**config.mk**
```make
export PLATFORM = sky130hd
export DESIGN_NAME = lcd_bus_decoder
export DESIGN_NICKNAME = d
export VERILOG_FILES = /design/src/rtl/lcd_pkg.sv /design/src/rtl/lcd_bus_sync.sv /design/src/rtl/lcd_bus_decoder.sv
export SDC_FILE = /design/constraint.sdc
export NUM_CORES = 1
export LEC_CHECK = 0
export BUFFER_PORTS_ARGS = -buffer_cell sky130_fd_sc_hd__buf_2
export CORE_MARGIN = 2
export CORE_UTILIZATION = 45
export CTS_CLUSTER_DIAMETER = 120
export DETAILED_ROUTE_END_ITERATION = 10
export GPL_TIMING_DRIVEN = 0
export SLEW_MARGIN = 0
export SYNTH_ARGS = -nofsm -noshare
export SYNTH_HDL_FRONTEND = slang
export SYNTH_SLANG_ARGS = --single-unit
export TNS_END_PERCENT = 5
```
**constraint.sdc**
```tcl
create_clock -name iCLK -period 7.2 [get_ports iCLK]
set_input_delay 0.36 -clock iCLK [delete_from_list [all_inputs] [get_ports iCLK]]
set_output_delay 0.36 -clock iCLK [all_outputs]
set_load 0.01 [all_outputs]
```
**src/rtl/lcd_pkg.sv**
```systemverilog
// Shared types, constants and address helpers for the HD44780 bus decoder.
package lcd_pkg;

  localparam logic [7:0] M_SET_DDRAM = 8'h80;
  localparam logic [7:0] M_SET_CGRAM = 8'h40;
  localparam logic [7:0] M_FUNC_SET  = 8'h20;
  localparam logic [7:0] M_SHIFT     = 8'h10;
  localparam logic [7:0] M_DISP_CTRL = 8'h08;
  localparam logic [7:0] M_ENTRY     = 8'h04;
  localparam logic [7:0] M_HOME      = 8'h02;
  localparam logic [7:0] M_CLEAR     = 8'h01;

  localparam logic [6:0] LINE1_BASE = 7'h00;
  localparam logic [6:0] LINE2_BASE = 7'h40;
  localparam logic [6:0] LINE1_LAST = 7'h27;
  localparam logic [6:0] LINE2_LAST = 7'h67;

  localparam int         WIN_LEN = 16;
  localparam logic [7:0] BLANK   = 8'h20;

  localparam int ERR_OVF = 0;
  localparam int ERR_RW  = 1;
  localparam int ERR_DL  = 2;

  typedef enum logic [1:0] {ST_IDLE, ST_EXEC, ST_CLEAR} state_t;

  typedef enum logic [3:0] {
    C_NOP, C_CLEAR, C_HOME, C_ENTRY, C_DISP, C_SHIFT, C_FUNC, C_CGRAM, C_DDRAM
  } cmd_t;

  typedef struct packed {
    logic       rs;
    logic [7:0] data;
  } slot_t;

  // Highest set bit selects the instruction.
  function automatic cmd_t decode_cmd(input logic [7:0] d);
    if      ((d & M_SET_DDRAM) != 8'h00) return C_DDRAM;
    else if ((d & M_SET_CGRAM) != 8'h00) return C_CGRAM;
    else if ((d & M_FUNC_SET)  != 8'h00) return C_FUNC;
    else if ((d & M_SHIFT)     != 8'h00) return C_SHIFT;
    else if ((d & M_DISP_CTRL) != 8'h00) return C_DISP;
    else if ((d & M_ENTRY)     != 8'h00) return C_ENTRY;
    else if ((d & M_HOME)      != 8'h00) return C_HOME;
    else if ((d & M_CLEAR)     != 8'h00) return C_CLEAR;
    else                                 return C_NOP;
  endfunction

  // The two 40-cell DDRAM lines form one 80-cell ring.
  function automatic logic [6:0] ac_step(input logic [6:0] ac, input logic inc);
    if (inc) begin
      if (ac == LINE1_LAST) return LINE2_BASE;
      if (ac == LINE2_LAST) return LINE1_BASE;
      return ac + 7'd1;
    end
    if (ac == LINE1_BASE) return LINE2_LAST;
    if (ac == LINE2_BASE) return LINE1_LAST;
    return ac - 7'd1;
  endfunction

  function automatic logic win_hit(input logic [6:0] ac);
    logic [6:0] off1;
    logic [6:0] off2;
    off1 = ac - LINE1_BASE;
    off2 = ac - LINE2_BASE;
    return (off1 < 7'(WIN_LEN)) || (off2 < 7'(WIN_LEN));
  endfunction

  function automatic logic [4:0] win_idx(input logic [6:0] ac);
    logic [6:0] off2;
    off2 = ac - LINE2_BASE;
    return {off2 < 7'(WIN_LEN), ac[3:0]};
  endfunction

endpackage

```
**src/rtl/lcd_bus_sync.sv**
```systemverilog
// Bus synchronizer and EN falling-edge detector; emits one event per write strobe.
module lcd_bus_sync #(
  parameter int SYNC_STAGES = 2
) (
  input  logic       iCLK,
  input  logic       iRST_N,
  input  logic [7:0] LCD_DATA,
  input  logic       LCD_RW,
  input  logic       LCD_EN,
  input  logic       LCD_RS,
  output logic       ev,
  output logic       ev_rw,
  output logic       ev_rs,
  output logic [7:0] ev_data
);

  logic [10:0] sync_q [SYNC_STAGES];
  logic [10:0] last;
  logic        en_prev_q;

  // NOTE: sequential state uses non-blocking assignments so every flop samples pre-edge values.
  always_ff @(posedge iCLK) begin
    if (!iRST_N) begin
      for (int i = 0; i < SYNC_STAGES; i++) sync_q[i] <= '0;
      en_prev_q <= 1'b0;
    end else begin
      sync_q[0] <= {LCD_EN, LCD_RW, LCD_RS, LCD_DATA};
      for (int i = 1; i < SYNC_STAGES; i++) sync_q[i] <= sync_q[i-1];
      en_prev_q <= sync_q[SYNC_STAGES-1][10];
    end
  end

  // RW/RS/DATA come from the same stage as EN so they line up with the edge.
  assign last    = sync_q[SYNC_STAGES-1];
  assign ev      = en_prev_q & ~last[10];
  assign ev_rw   = last[9];
  assign ev_rs   = last[8];
  assign ev_data = last[7:0];

endmodule

```
**src/rtl/lcd_bus_decoder.sv**
```systemverilog
// Snoops the LCD bus, decodes commands/characters and keeps a 32-cell shadow of the panel.
module lcd_bus_decoder
  import lcd_pkg::*;
#(
  parameter int         SYNC_STAGES = 2,
  parameter logic [7:0] CLEAR_FILL  = BLANK
) (
  input  logic       iCLK,
  input  logic       iRST_N,
  input  logic [7:0] LCD_DATA,
  input  logic       LCD_RW,
  input  logic       LCD_EN,
  input  logic       LCD_RS,
  input  logic [4:0] iRD_ADDR,
  output logic [7:0] oRD_CHAR,
  output logic       oCMD_VALID,
  output logic [7:0] oCMD,
  output logic       oCHAR_VALID,
  output logic       oFRAME_DONE,
  output logic [6:0] oAC,
  output logic [2:0] oDISP_CTRL,
  output logic       oBUSY,
  output logic [2:0] oERR
);

  localparam logic [4:0] LAST_IDX   = 5'(2*WIN_LEN - 1);
  localparam logic [6:0] FRAME_ADDR = LINE2_BASE + 7'(WIN_LEN - 1);

  logic       ev, ev_rw, ev_rs;
  logic [7:0] ev_data;

  state_t     state_q, state_d;
  slot_t      slot_q;
  logic       slot_full_q;
  logic       clr_req_q;
  logic [4:0] clr_idx_q;
  logic       entry_inc_q;
  logic       cgram_q;

  logic [7:0] mem [2*WIN_LEN];
  logic       mem_we;
  logic [4:0] mem_waddr;
  logic [7:0] mem_wdata;

  lcd_bus_sync #(.SYNC_STAGES(SYNC_STAGES)) u_sync (
    .iCLK     (iCLK),
    .iRST_N   (iRST_N),
    .LCD_DATA (LCD_DATA),
    .LCD_RW   (LCD_RW),
    .LCD_EN   (LCD_EN),
    .LCD_RS   (LCD_RS),
    .ev       (ev),
    .ev_rw    (ev_rw),
    .ev_rs    (ev_rs),
    .ev_data  (ev_data)
  );

  always_ff @(posedge iCLK) begin
    if (!iRST_N) state_q <= ST_IDLE;
    else         state_q <= state_d;
  end

  // NOTE: every always_comb output gets a default first so no latch is inferred.
  always_comb begin
    state_d = state_q;
    case (state_q)
      ST_IDLE:  if (clr_req_q)        state_d = ST_CLEAR;
                else if (slot_full_q) state_d = ST_EXEC;
      ST_EXEC:  state_d = (!slot_q.rs && decode_cmd(slot_q.data) == C_CLEAR) ? ST_CLEAR : ST_IDLE;
      ST_CLEAR: if (clr_idx_q == LAST_IDX) state_d = ST_IDLE;
      default:  state_d = ST_IDLE;
    endcase
  end

  always_comb begin
    oCMD_VALID  = 1'b0;
    oCHAR_VALID = 1'b0;
    oFRAME_DONE = 1'b0;
    oBUSY       = 1'b0;
    mem_we      = 1'b0;
    mem_waddr   = clr_idx_q;
    mem_wdata   = CLEAR_FILL;
    case (state_q)
      ST_EXEC: begin
        oCMD_VALID  = !slot_q.rs;
        oCHAR_VALID = slot_q.rs && !cgram_q;
        oFRAME_DONE = oCHAR_VALID && (oAC == FRAME_ADDR);
        mem_we      = oCHAR_VALID && win_hit(oAC);
        mem_waddr   = win_idx(oAC);
        mem_wdata   = slot_q.data;
      end
      ST_CLEAR: begin
        oBUSY  = 1'b1;
        mem_we = 1'b1;
      end
      default: ;
    endcase
  end

  always_ff @(posedge iCLK) begin
    if (!iRST_N) begin
      oAC         <= LINE1_BASE;
      entry_inc_q <= 1'b1;
      cgram_q     <= 1'b0;
      oDISP_CTRL  <= '0;
      oCMD        <= '0;
      oERR        <= '0;
      slot_q      <= '0;
      slot_full_q <= 1'b0;
      clr_req_q   <= 1'b1;
      clr_idx_q   <= '0;
    end else begin
      clr_idx_q <= (state_q == ST_CLEAR) ? clr_idx_q + 5'd1 : 5'd0;
      if (state_q == ST_CLEAR) clr_req_q <= 1'b0;

      // EXEC frees the slot in the same edge a new event may refill it.
      if (state_q == ST_EXEC) slot_full_q <= 1'b0;
      if (ev) begin
        if (ev_rw)
          oERR[ERR_RW] <= 1'b1;
        else if (slot_full_q && state_q != ST_EXEC)
          oERR[ERR_OVF] <= 1'b1;
        else begin
          slot_q      <= '{rs: ev_rs, data: ev_data};
          slot_full_q <= 1'b1;
        end
      end

      case (state_q)
        ST_EXEC: begin
          if (!slot_q.rs) begin
            oCMD <= slot_q.data;
            case (decode_cmd(slot_q.data))
              C_DDRAM: begin
                oAC     <= slot_q.data[6:0];
                cgram_q <= 1'b0;
              end
              C_CGRAM: cgram_q <= 1'b1;
              C_FUNC:  if (!slot_q.data[4]) oERR[ERR_DL] <= 1'b1;
              C_SHIFT: if (!slot_q.data[3]) oAC <= ac_step(oAC, slot_q.data[2]);
              C_DISP:  oDISP_CTRL <= slot_q.data[2:0];
              C_ENTRY: entry_inc_q <= slot_q.data[1];
              C_HOME:  oAC <= LINE1_BASE;
              default: ;
            endcase
          end else if (!cgram_q) begin
            oAC <= ac_step(oAC, entry_inc_q);
          end
        end
        ST_CLEAR: begin
          if (clr_idx_q == LAST_IDX) begin
            oAC         <= LINE1_BASE;
            entry_inc_q <= 1'b1;
          end
        end
        default: ;
      endcase
    end
  end

  // NOTE: the shadow RAM has no reset; the CLEAR walk initialises it instead.
  always_ff @(posedge iCLK) begin
    if (iRST_N && mem_we) mem[mem_waddr] <= mem_wdata;
  end

  always_ff @(posedge iCLK) begin
    if (!iRST_N) oRD_CHAR <= '0;
    else         oRD_CHAR <= mem[iRD_ADDR];
  end

endmodule
```
Yosys cells after proc, flatten, opt, wreduce, memory -nomap -nowiden
Memory sizes are Yosys's and may differ from the RTL's. A register that Yosys moved wholly into a read port is not among the register bits.
Cells that the tools add are included.
{"block": "classes", "mux": 126, "n_reduce_logical": 25, "add_sub_neg": 4, "bitwise": 8, "n_lt_le_gt_ge": 2, "n_eq_ne": 23}
{"operator": "$mux W7", "n": 22}
{"operator": "$mux W1", "n": 79}
{"operator": "$mux W4", "n": 8}
{"operator": "$mux W11", "n": 2}
{"operator": "$eq A7 B7 Y1 const B", "n": 3}
{"operator": "$pmux W7 S3", "n": 1}
{"operator": "$eq A4 B3 Y1 const B", "n": 4}
{"operator": "$lt A7 B5 Y1 const B", "n": 2}
{"operator": "$pmux W7 S2", "n": 1}
{"operator": "$mux W2", "n": 6}
{"operator": "$reduce_and A3 Y1", "n": 4}
{"operator": "$eq A4 B2 Y1 const B", "n": 2}
{"operator": "$mux W8", "n": 1}
{"operator": "$reduce_and A2 Y1", "n": 4}
{"operator": "$reduce_and A4 Y1", "n": 2}
{"operator": "$add A7 B1 Y7 const B", "n": 1}
{"operator": "$eq A7 B6 Y1 const B", "n": 1}
{"operator": "$logic_not A7 Y1", "n": 1}
{"operator": "$sub A7 B1 Y7 const B", "n": 1}
{"operator": "$sub A7 B7 Y7 const B", "n": 1}
{"operator": "$logic_and A1 B1 Y1", "n": 6}
{"operator": "$ne A2 B1 Y1 const B", "n": 3}
{"operator": "$ne A3 B3 Y1 const B", "n": 2}
{"operator": "$pmux W1 S2", "n": 3}
{"operator": "20 further kinds", "n": 28}
{"block": "totals", "inputBits": 18, "word_cells": 205, "ram_bits": 278, "n_memories": 2, "regBits": 42, "out_inout_bits": 33}
{"memory": "mem", "depth": 32, "width": 8, "rd": 1, "rd_clocked_by_memory_dff": 1, "wr": 1, "line_no": "lcd_bus_decoder.sv:40", "rtl": "logic [7:0] mem [2*WIN_LEN];"}
{"memory": "u_sync.sync_q", "depth": 2, "width": 11, "rd": 2, "rd_clocked_by_memory_dff": 0, "wr": 2, "line_no": "lcd_bus_sync.sv:17", "rtl": "logic [10:0] sync_q [SYNC_STAGES];"}

Depth between registers and ports, before layout
{"block": "depth", "ltp_word": 36, "ltp_mapped": 8, "depth_no_buf": 8}

Hierarchy
Synthesis repeated with hierarchy kept, for this count alone.
{"block": "hier_totals", "cells_unflattened": 823, "area_unflattened_um2": 13404.1}
{"mod": "lcd_bus_decoder", "seq_area_each_um2": 8668.3, "n_inst": 1, "area_per_inst_um2": 12689.7, "cells_each": 766}
{"mod": "lcd_bus_sync", "seq_area_each_um2": 460.4, "n_inst": 1, "area_per_inst_um2": 714.4, "cells_each": 57}

Least setup slack after synthesis
OpenSTA, ideal clock, no wires.
{"block": "synth_timing", "path_type": "reg-to-reg", "start": "register state_q[1]", "end": "memory mem[15][0] (enable)", "stages_incl_launch_ff": 8, "n_path_buf": 2, "setup_slack_ns": 4.895, "synth_period_minus_slack_ns": 2.305, "t_arrival_ns": 1.935, "required_time_ns": 6.830, "setup_time_ns": 0.370, "path_cell_list": "dfxtp_1 -> inv_1 -> ha_1 -> clkbuf_1 -> buf_2 -> mux2i_1 -> nand2_1 -> nor2_1"}
{"block": "synth_via", "elab_chain_len": 5, "elab_cells_between_ends": 7, "cone_classes": "eq/ne: 2; mux: 4; reduce/logical: 1"}
{"item": "from (decl)", "line_no": "lcd_bus_decoder.sv:32", "rtl": "state_t state_q, state_d;"}
{"item": "from (signal assigned)", "line_no": "lcd_bus_decoder.sv:60", "rtl": "else state_q <= state_d;"}
{"item": "$eq A2 B2 Y1 or $eq A2 B1 Y1 (tied branches)"}
{"item": "$pmux W1 S2", "line_no": "lcd_bus_decoder.sv:83", "rtl": "case (state_q)"}
{"item": "$logic_and A1 B1 Y1", "line_no": "lcd_bus_decoder.sv:163", "rtl": "if (iRST_N && mem_we) mem[mem_waddr] <= mem_wdata;"}
{"item": "$mux W1", "line_no": "lcd_bus_decoder.sv:163"}
{"item": "$mux W1 (not written as such)", "line_no": "lcd_bus_decoder.sv:163"}
{"item": "to (decl)", "line_no": "lcd_bus_decoder.sv:40"}
Several ways; a longest one is shown, not always the timed one.

Worst setup path after layout
{"block": "layout_timing", "start": "register state_q[1]", "end": "memory mem[9][3] (enable)"}
Same word-level chain as after synthesis.

==> impl_results.md <==
* Async set-reset flop share out of synthesis at 0
* Setup-failing EPs final at 0
* RSZ-0062 raised after global routing: no
* Seq/Total Area, Yosys at 0.6864
* NumNets Final at 956
* Post-synth EDFFs at about 260
* FF-to-FF Start: state_q[1]$_SDFFE_PN0P_
* First-pass DRT Iterations at 5
* Vias per Instance at 5.642
* # Post-CTS Setup Buffers at 0
* Largest area contributor in the netlist: edfxtp_1
* FMAX at approximately 0.32 GHz
* CTS max path bufs at 3
* Setup WS pre-CTS at 4155 ps
* Routed Wire Length at 29240 µm
* Main flop type after synthesis: edfxtp_1
* Htree depth at 2
* Worst rel slew slack at 0.1317
* CP Launch Type: flop
* Synthesized instance count at 846
* Clock transition at path regs at ~60 ps
* PwrDens at 257.9 nW/µm²
* Max-Cap Viols at 0
* Post-synth cell types at 57
* Synth top area cells: edfxtp_1 (58%), dfxtp_1 (11%), mux4_2 (8.6%), mux4_1 (2.6%), nor2_1 (2.1%)
* Final Hold Vio Count at 0
* Vias at between 7000 and 8000
* First-pass GRT wire length at approximately 45000 µm
* Kind of critical path: reg2reg
* Chip width at about 180 µm
* Cell area after layout at roughly 15000 µm²
* Tcrit/Tclk final at 0.4357
* Post-synthesis mux area share at 0.1362
* Crit-path max FO at 10
* Antenna Violating Nets Remaining at 0
* Largest net degree at the start of global routing at 33
* Buf/Inv on CP at 3
* CTS buffer count at 35
* Initial Util at 0.4596
* Cell Chain, Critical Path: inv_1, ha_1, clkbuf_1, buf_2, nor3b_1, o21ai_1, nor2_1
* Initial antenna violation count at 1
* Dpl hpwl at ~19000 µm
* Crit-path max cell delay at 820 ps
* Logic pwr share at 0.042
* Area grow syn2layout at 13.67%
* Final setup TNS at 0 ps
* GR Util All Layers at 0.1930
* Gr ovfl total at 0
* IO Pins at 51
* HP Start: LCD_RS
* Int Power at 0.003085 W
* Root Driver: clkbuf_16
* Layout Utilization at 0.5224
* Worst-Margin Slew at 1302 ps
* Peak supply drop at 0.1852 mV
* Top delay family on crit path: compound AO/OA/AOI/OAI gates
* Main combinational cell family by area after synthesis: multiplexers
* Clock skew at 22.46 ps
* Port Buffers at 46
* Number of global-route vias before repair at roughly 7500
* Setup crit start: state_q[1]$_SDFFE_PN0P_
* HP Class: in2reg
* Total power draw at between 0.003 and 0.004 W
* Adder-Cell Fraction of Synth Area at 0.007527
* Post-Syn Area per Cell at between 15 and 20 µm²
* Setup WS post-layout at 4063 ps
* Share of cells above drive strength 1 at 0.1839
* Post-synthesis xor/xnor area fraction at 0.005269
* CP endpoint kind: flop
* DP Area at about 14000 µm²
* Ant. Diodes at 0
* Simple-gate area share of the yosys netlist at 0.08157
* Pleak at ~5.3 nW
* 1st-iter DRT viols at between 600 and 700
* Post-Syn Nets at 872
* Critical path arrival at between 3000 and 4000 ps
* Sw frac at 0.2086
* Status: finished clean
* Clock share of power at 0.433
* Max-slew violations at 0
* Post-synth top cells: edfxtp_1 (256), nor2_1 (76), dfxtp_1 (72)
* Most common cell in the synthesized netlist: edfxtp_1
* Sink Count at between 300 and 400
* Row cnt at just over 60
* Slowest-stage cell, CP: o21ai_1
* Post-Syn Area at 13300 µm²
* Top cell type's share of synthesized area at 0.5780
* WP data required at 7350 ps
* Routability cong. at between 0.8 and 0.9
* Yosys reg bits at around 330
* Worst skew pair latency at around 520 ps
* Sw Pwr at approximately 0.00081 W
* CTS hold repair buffers at 0
* Final min period at around 3100 ps
* Remaining DRCs at 0
* Total die area at roughly 31000 µm²
* CTS tree: done
* DR WL/cell at between 20 and 25 µm
* Core area at 28940 µm²
* Compound-gate portion of the synthesized area at 0.05833
* Flop pwr share at 0.525
* Synth warnings at 0
* Chip height at between 150 and 200 µm
* CTS resizes at 0
## per-stage QoR
step                      std cells  hold slack, ps
after floorplan                 846           411.9
after global placement         1276           414.3
after CTS                      1340           24.83
after global routing           1341           40.99
final                          1341           42.06
after detailed placement       1276           418.1
## worst reg2reg max path: cells and delay by family (launching register included)
family,cells,cell delay [ps]
AOI/OAI and AO/OA,1,820
buffers and inverters,3,790
adders and majority gates,1,290
DFF,1,320
and+or+nand+nor,2,540
## cell usage in the layout (no fill, tap or decap), types with 22 or more instances in the layout
master and count:
nor2_1 76, a21oi_1 39, mux2i_1 22, and2_1 30, clkbuf_16 36, buf_2 60, clkbuf_1 42, o21ai_0 23
nand2_1 48, dfxtp_1 72, mux4_2 51, edfxtp_1 256
## flip-flops by register name, indices dropped and copies added, names as in the netlist
register and cells:
mem 256, u_sync.sync_q 22, cgram_q 1, entry_inc_q 1
oCMD 8, oERR 3, u_sync.en_prev_q 1, clr_idx_q 5
oRD_CHAR 8, oDISP_CTRL 3, oAC 7, clr_req_q 1
slot_q 9, state_q 2, slot_full_q 1
## layer usage
| layer | global-route usage | part of all wire | vias to the layer above |
|---|---|---|---|
| li1 | - | - | 3441 |
| met1 | 0.2686 | 0.44 | 3859 |
| met2 | 0.3184 | 0.49 | 222 |
| met3 | 0.03160 | 0.057 | 42 |
| met4 | 0.05062 | 0.018 | 2 |
| met5 | 0 | 0.00044 | - |
## cells by family (layout without fill, tap and decap cells)
group                    after synthesis  count (layout)
multiplexers                          95              95
AND/OR/NAND/NOR                      220             220
flip-flops                           328             328
buffers and inverters                 68             179
XOR/XNOR                               8               8
AO/OA/AOI/OAI                        119             119
adder cells (fa/ha/maj)                8               8
## power groups by stage
stage               logic, W  registers, W  clock network [W]
floorplan           0.000111       0.00208                  0
global placement    0.000163       0.00209                  0
detailed placement  0.000163       0.00209                  0
CTS                 0.000164       0.00205            0.00173
global route        0.000179       0.00205            0.00180
finish              0.000162       0.00205            0.00169
## final cells by class
cell class / instances / area (µm²)
plain buffers: 54 / 275.3
clock buffers: 51 / 977.2
clock inverters: 13 / 102.6
fillers: 2414 / 13820
inverters: 14 / 52.55
multi-input cells: 450 / 3842
flip-flops and latches: 328 / 9129
well taps: 384 / 480.5
repair buffers: 47 / 257.7
## worst paths after layout
check                                                       end  slack (ps)  cells after the start
worst max-delay path                        mem[9][3]$_DFFE_PP_        4060                      7
worst min-delay path             u_sync.sync_q[0][8]$_SDFF_PN0_          40                      2
worst min register to register  u_sync.sync_q[0][13]$_SDFF_PN0_         430                      1
worst max register to register              mem[9][3]$_DFFE_PP_        4060                      7
(Power assumes the default switching activity.)
